[src/rtl/fifo_pkg.sv]
// Shared definitions for the FIFO family: read-mode constants, a clog2 helper
// and the parameter legality check used at elaboration time.
package fifo_pkg;

  localparam bit FIFO_MODE_STD  = 1'b0;
  localparam bit FIFO_MODE_FWFT = 1'b1;

  function automatic int fifo_clog2(input int value);
    int r;
    r = 0;
    while ((1 << r) < value) r++;
    return r;
  endfunction

  // Depth must be a power of two so the pointer wrap toggle falls out of plain increment.
  function automatic bit fifo_params_legal(input int width, input int depth,
                                           input int af_level, input int ae_level);
    return (width >= 1) && (depth >= 2) && ((depth & (depth - 1)) == 0) &&
           (ae_level >= 0) && (ae_level < af_level) && (af_level <= depth);
  endfunction

endpackage

[src/rtl/fifo_mem_1r1w.sv]
// Storage for the FIFO: register array with one synchronous write port and one
// combinational read port. Contents are never reset.
module fifo_mem_1r1w
  import fifo_pkg::*;
#(
  parameter int WIDTH = 8,
  parameter int DEPTH = 16
) (
  input  logic                          clk_i,
  input  logic                          we_i,
  input  logic [fifo_clog2(DEPTH)-1:0]  waddr_i,
  input  logic [WIDTH-1:0]              wdata_i,
  input  logic [fifo_clog2(DEPTH)-1:0]  raddr_i,
  output logic [WIDTH-1:0]              rdata_o
);

  logic [WIDTH-1:0] mem_q [DEPTH];

  always_ff @(posedge clk_i) begin
    if (we_i) begin
      mem_q[waddr_i] <= wdata_i;
    end
  end

  assign rdata_o = mem_q[raddr_i];

endmodule

[src/rtl/sync_fifo.sv]
// Single-clock FIFO with occupancy count, almost-full/empty thresholds,
// standard or first-word-fall-through read mode and synchronous flush.
module sync_fifo
  import fifo_pkg::*;
#(
  parameter int WIDTH    = 8,
  parameter int DEPTH    = 16,
  parameter int AF_LEVEL = 12,
  parameter int AE_LEVEL = 2,
  parameter bit FWFT     = FIFO_MODE_STD
) (
  input  logic                        clk_i,
  input  logic                        rst_n_i,
  input  logic                        clear_i,
  input  logic                        wr_en_i,
  input  logic [WIDTH-1:0]            wdata_i,
  input  logic                        rd_en_i,
  output logic [WIDTH-1:0]            rdata_o,
  output logic                        rvalid_o,
  output logic                        full_o,
  output logic                        almost_full_o,
  output logic                        empty_o,
  output logic                        almost_empty_o,
  output logic [fifo_clog2(DEPTH):0]  count_o,
  output logic                        overflow_o,
  output logic                        underflow_o
);

  localparam int AW = fifo_clog2(DEPTH);
  localparam logic [AW:0] AF_CNT = (AW+1)'(AF_LEVEL);
  localparam logic [AW:0] AE_CNT = (AW+1)'(AE_LEVEL);

  if (!fifo_params_legal(WIDTH, DEPTH, AF_LEVEL, AE_LEVEL)) begin : g_param_check
    $error("sync_fifo: illegal parameters (need 0 <= AE_LEVEL < AF_LEVEL <= DEPTH, DEPTH pow2 >= 2)");
  end

  logic [AW:0]      wr_ptr_q, wr_ptr_d;
  logic [AW:0]      rd_ptr_q, rd_ptr_d;
  logic [WIDTH-1:0] rdata_q, rdata_d;
  logic             rvalid_q, rvalid_d;
  logic             overflow_q, overflow_d;
  logic             underflow_q, underflow_d;
  logic             full_w, empty_w, wr_acc, rd_acc;
  logic [WIDTH-1:0] head_data;

  assign empty_w = (wr_ptr_q == rd_ptr_q);
  assign full_w  = (wr_ptr_q[AW-1:0] == rd_ptr_q[AW-1:0]) && (wr_ptr_q[AW] != rd_ptr_q[AW]);

  // A full FIFO still takes a write when the same edge pops a word.
  assign rd_acc = rd_en_i & ~empty_w & ~clear_i;
  assign wr_acc = wr_en_i & (~full_w | rd_acc) & ~clear_i;

  fifo_mem_1r1w #(
    .WIDTH (WIDTH),
    .DEPTH (DEPTH)
  ) u_mem (
    .clk_i   (clk_i),
    .we_i    (wr_acc),
    .waddr_i (wr_ptr_q[AW-1:0]),
    .wdata_i (wdata_i),
    .raddr_i (rd_ptr_q[AW-1:0]),
    .rdata_o (head_data)
  );

  always_comb begin
    wr_ptr_d    = wr_ptr_q + (AW+1)'(wr_acc);
    rd_ptr_d    = rd_ptr_q + (AW+1)'(rd_acc);
    rvalid_d    = rd_acc;
    overflow_d  = wr_en_i & ~wr_acc & ~clear_i;
    underflow_d = rd_en_i & ~rd_acc & ~clear_i;
    rdata_d     = rdata_q;
    if (clear_i) begin
      wr_ptr_d = '0;
      rd_ptr_d = '0;
      rvalid_d = 1'b0;
    end
    // In FWFT mode rdata_q keeps the last presented head so the output holds once empty.
    if (rd_acc || (FWFT && clear_i && !empty_w)) begin
      rdata_d = head_data;
    end
  end

  always_ff @(posedge clk_i or negedge rst_n_i) begin
    if (!rst_n_i) begin
      wr_ptr_q    <= '0;
      rd_ptr_q    <= '0;
      rdata_q     <= '0;
      rvalid_q    <= 1'b0;
      overflow_q  <= 1'b0;
      underflow_q <= 1'b0;
    end else begin
      wr_ptr_q    <= wr_ptr_d;
      rd_ptr_q    <= rd_ptr_d;
      rdata_q     <= rdata_d;
      rvalid_q    <= rvalid_d;
      overflow_q  <= overflow_d;
      underflow_q <= underflow_d;
    end
  end

  assign count_o        = wr_ptr_q - rd_ptr_q;
  assign full_o         = full_w;
  assign empty_o        = empty_w;
  assign almost_full_o  = (count_o >= AF_CNT);
  assign almost_empty_o = (count_o <= AE_CNT);
  assign overflow_o     = overflow_q;
  assign underflow_o    = underflow_q;
  assign rdata_o        = (FWFT && !empty_w) ? head_data : rdata_q;
  assign rvalid_o       = FWFT ? !empty_w : rvalid_q;

endmodule

[config.mk]
export PLATFORM = sky130hd
export DESIGN_NAME = sync_fifo
export DESIGN_NICKNAME = d
export VERILOG_FILES = /design/src/rtl/fifo_pkg.sv /design/src/rtl/fifo_mem_1r1w.sv /design/src/rtl/sync_fifo.sv
export SDC_FILE = /design/constraint.sdc
export NUM_CORES = 1
export LEC_CHECK = 0
export ABC_AREA = 0
export ABC_CLOCK_PERIOD_IN_PS = 4110
export CORE_MARGIN = 5
export CORE_UTILIZATION = 43
export DETAILED_ROUTE_END_ITERATION = 16
export PLACE_DENSITY = 0.64
export SLEW_MARGIN = 10
export SYNTH_ARGS = -nofsm -noshare
export SYNTH_HDL_FRONTEND = slang
export SYNTH_SLANG_ARGS = --single-unit
[constraint.sdc]
create_clock -name clk_i -period 4.11 [get_ports clk_i]
set_input_delay 0.822 -clock clk_i [delete_from_list [all_inputs] [get_ports clk_i]]
set_output_delay 0.822 -clock clk_i [all_outputs]
set_load 0.01 [all_outputs]
==> results.cfg <==
[outcome]
outcome = finished clean

[drt]
drtAntennaViolNets = 0
routed_wl_mm = 12.3
wl_per_cell_um = 20.9
drt-initial-drc-count = 220
firstDrtPassIters = 4
drc = 0
num_vias = 3155
vias_per_cell = 5.37

[synth]
synthArstFlopShare_pct = 14.1
netlist_area_um2 = 6050
syn_area_per_cell_um2 = 17.7
syn-instance-count = 341
syn_nets = 363
synthFlopType = edfxtp_1
yosysUniqueCellTypes = 34
ys_ff_latch = 149
synth-edff-count = 128
yosys_warnings = 0
ys_seq_area_share_pct = 72.2

[clocking]
clk_pin_slew_worst_paths_ns = 0.06
clk_latency_ns = 0.42
cts_num_sinks = 149
htree_num_levels = 4
cts_tree = yes
numCtsBuffers = 17
cts.path.max_buffers = 2
cts-hold-fix-buffers = 0
cts-root-buf = clkbuf_16

[timing]
fin_ws_ns = 0.188
fmax_ghz = 0.255
finalMaxSlewViolations = 0
final.setup.tns_ns = 0
fin_crit_ns = 3.92
hold_viol = 0
period_share_pct = 95.4
finalSetupViolCount = 0
rsz0062_at_grt = false
skew_ns = 0.0132
maxSlewHeadroom_pct = 36.9
tightestPinTransition_ns = 0.944

[layout]
n_antenna_cell = 0
postLayoutCoreUtil_pct = 52.3
drive_above_1_share_pct = 19.6
nets = 417
area_growth_pct = 19.5
final_common_cell = edfxtp_1
n_fill_cell = 1092
final_cell_mix = 128 x edfxtp_1, 34 x nand2_1, 32 x clkdlybuf4s50_1

[critical_path]
cp_data_arrival_time_ns = 3.10
start_kind = flop
path_class = flop to primary output
worstPathRequired_ns = 3.29
crit_fanout = 12
cp-end-kind = primary output

[placed_design]
io_buffers = 32
dp_slack_ns = 0.660
gp_congestion = 0.847
hpwl_mm = 8.04

[pwr]
pwr-share-seq_pct = 48.5
switching_share_pct = 22.1
clkPwrFrac_pct = 43.4
internal-power_uw = 2750
p_leak_uw = 0.00251
ir_drop_uv = 262
p_switching_uw = 777
powerDensity_nw_per_um2 = 488
comb_power_share_pct = 8.1

[floorplan]
start_util_pct = 43.8
fp.coreArea_um2 = 13800
io_pins = 33
rows = 43
die_w_um = 129
fp.dieH_um = 129
fp.dieArea_um2 = 16500

[run]
cap_violations = 0

[worst_hold_path]
hold_class = flop to flop

[global_routing]
grt_usage_pct = 15.8
grt_antenna_before_repair = 0
grt_pass1_vias = 3318
grt-ovfl-total = 0
grt_pass1_wl_mm = 18.8
grt_max_degree = 34
==> what timing repair did <==
action                     in CTS  in global routing
setup buffers                   0                  0
gates resized for setup         0                  1
setup endpoints to repair       0                  1
==> synth_stat cells (3+ instances only) <==
cell type	n	area [um^2]
nor3_1	5	25.0
nand2_1	34	128
edfxtp_1	128	3840
xnor2_1	6	52.6
nand3_1	14	70.1
buf_6	3	33.8
inv_1	9	33.8
ha_1	8	100
a22o_1	8	70.1
nand2b_1	4	25.0
nor2b_1	5	31.3
mux4_2	27	608
clkbuf_1	4	15.0
dfrtp_1	21	526
nor2_1	21	78.8
a31oi_1	9	56.3
xor2_1	4	35.0
mux4_1	5	131
buf_2	8	40.0
==> metrics by stage <==
stage	std cells	hold WS, ns	power (uW)	instance area (um^2)
3_5_place_dp	556	0.493	2030	6630
4_1_cts	588	0.507	3560	7220
2_1_floorplan	341	0.526	1880	6050
3_3_place_gp	556	0.503	2030	6630
5_1_grt	588	0.543	3640	7230
6_report	588	0.508	3520	7230
==> registers in the layout, indices dropped and copies added, names as in the netlist <==
signal / cells
overflow_o: 1
rd_ptr_q: 5
rdata_o: 8
rvalid_o: 1
u_mem.mem_q: 128
underflow_o: 1
wr_ptr_q: 5
==> routing by layer <==
layer / up-vias / routed length [um] / GRT usage, %
li1: 1439 / - / -
met1: 1625 / 5380 / 20.4
met2: 82 / 6130 / 26.0
met3: 9 / 618 / 4.73
met4: 0 / 147 / 5.13
met5: - / 0 / 0
==> cell families after synthesis <==
logic type	count (synthesis)	synth area share [%]
buffers and inverters	28	2.54
adders and majority gates	9	1.99
muxes	32	12.2
and+or+nand+nor	89	6.64
DFF	149	72.2
xor gates and xnor gates	10	1.45
AOI/OAI and AO/OA	24	2.94
==> power groups by stage <==
stage               logic (uW)  registers, uW  clock network [uW]
floorplan                  129           1750                   0
global placement           287           1740                   0
detailed placement         290           1740                   0
CTS                        291           1710                1560
global route               308           1710                1620
finish                     285           1710                1530
==> worst max-delay path: stages, from the launching register on <==
cell             delay, ns
dfrtp_1               0.62
clkinvlp_4            0.33
ha_1                  0.43
a21o_1                0.20
a21oi_1               0.17
xnor2_1               0.19
o2111a_1              0.22
clkdlybuf4s50_1       0.53
==> layout make-up <==
| cell class | count | area, um^2 | share of cell area [%] |
|---|---|---|---|
| Tap cell | 180 | 225 | 3.12 |
| Clock buffer | 17 | 425 | 5.89 |
| Clock inverter | 15 | 168 | 2.32 |
| Inverter | 12 | 48.8 | 0.675 |
| Timing Repair Buffer | 51 | 463 | 6.41 |
| Sequential cell | 149 | 4370 | 60.5 |
| Multi-Input combinational cell | 164 | 1530 | 21.1 |
==> path summary, 6_finish.rpt <==
check	from	endpoint	slack, ns	cells past startpoint
min in group asynchronous	rst_n_i	underflow_o	0.93	1
setup / recovery	rd_ptr_q[2]	almost_empty_o	0.19	7
setup reg to reg	rd_ptr_q[2]	rd_ptr_q[4]	1.03	10
hold / removal	rdata_o[7]	rdata_o[7]	0.51	1
max in group asynchronous	rst_n_i	rd_ptr_q[0]	2.53	1
hold reg to reg	rdata_o[7]	rdata_o[7]	0.51	1
Power figures use the tool's default switching activity.
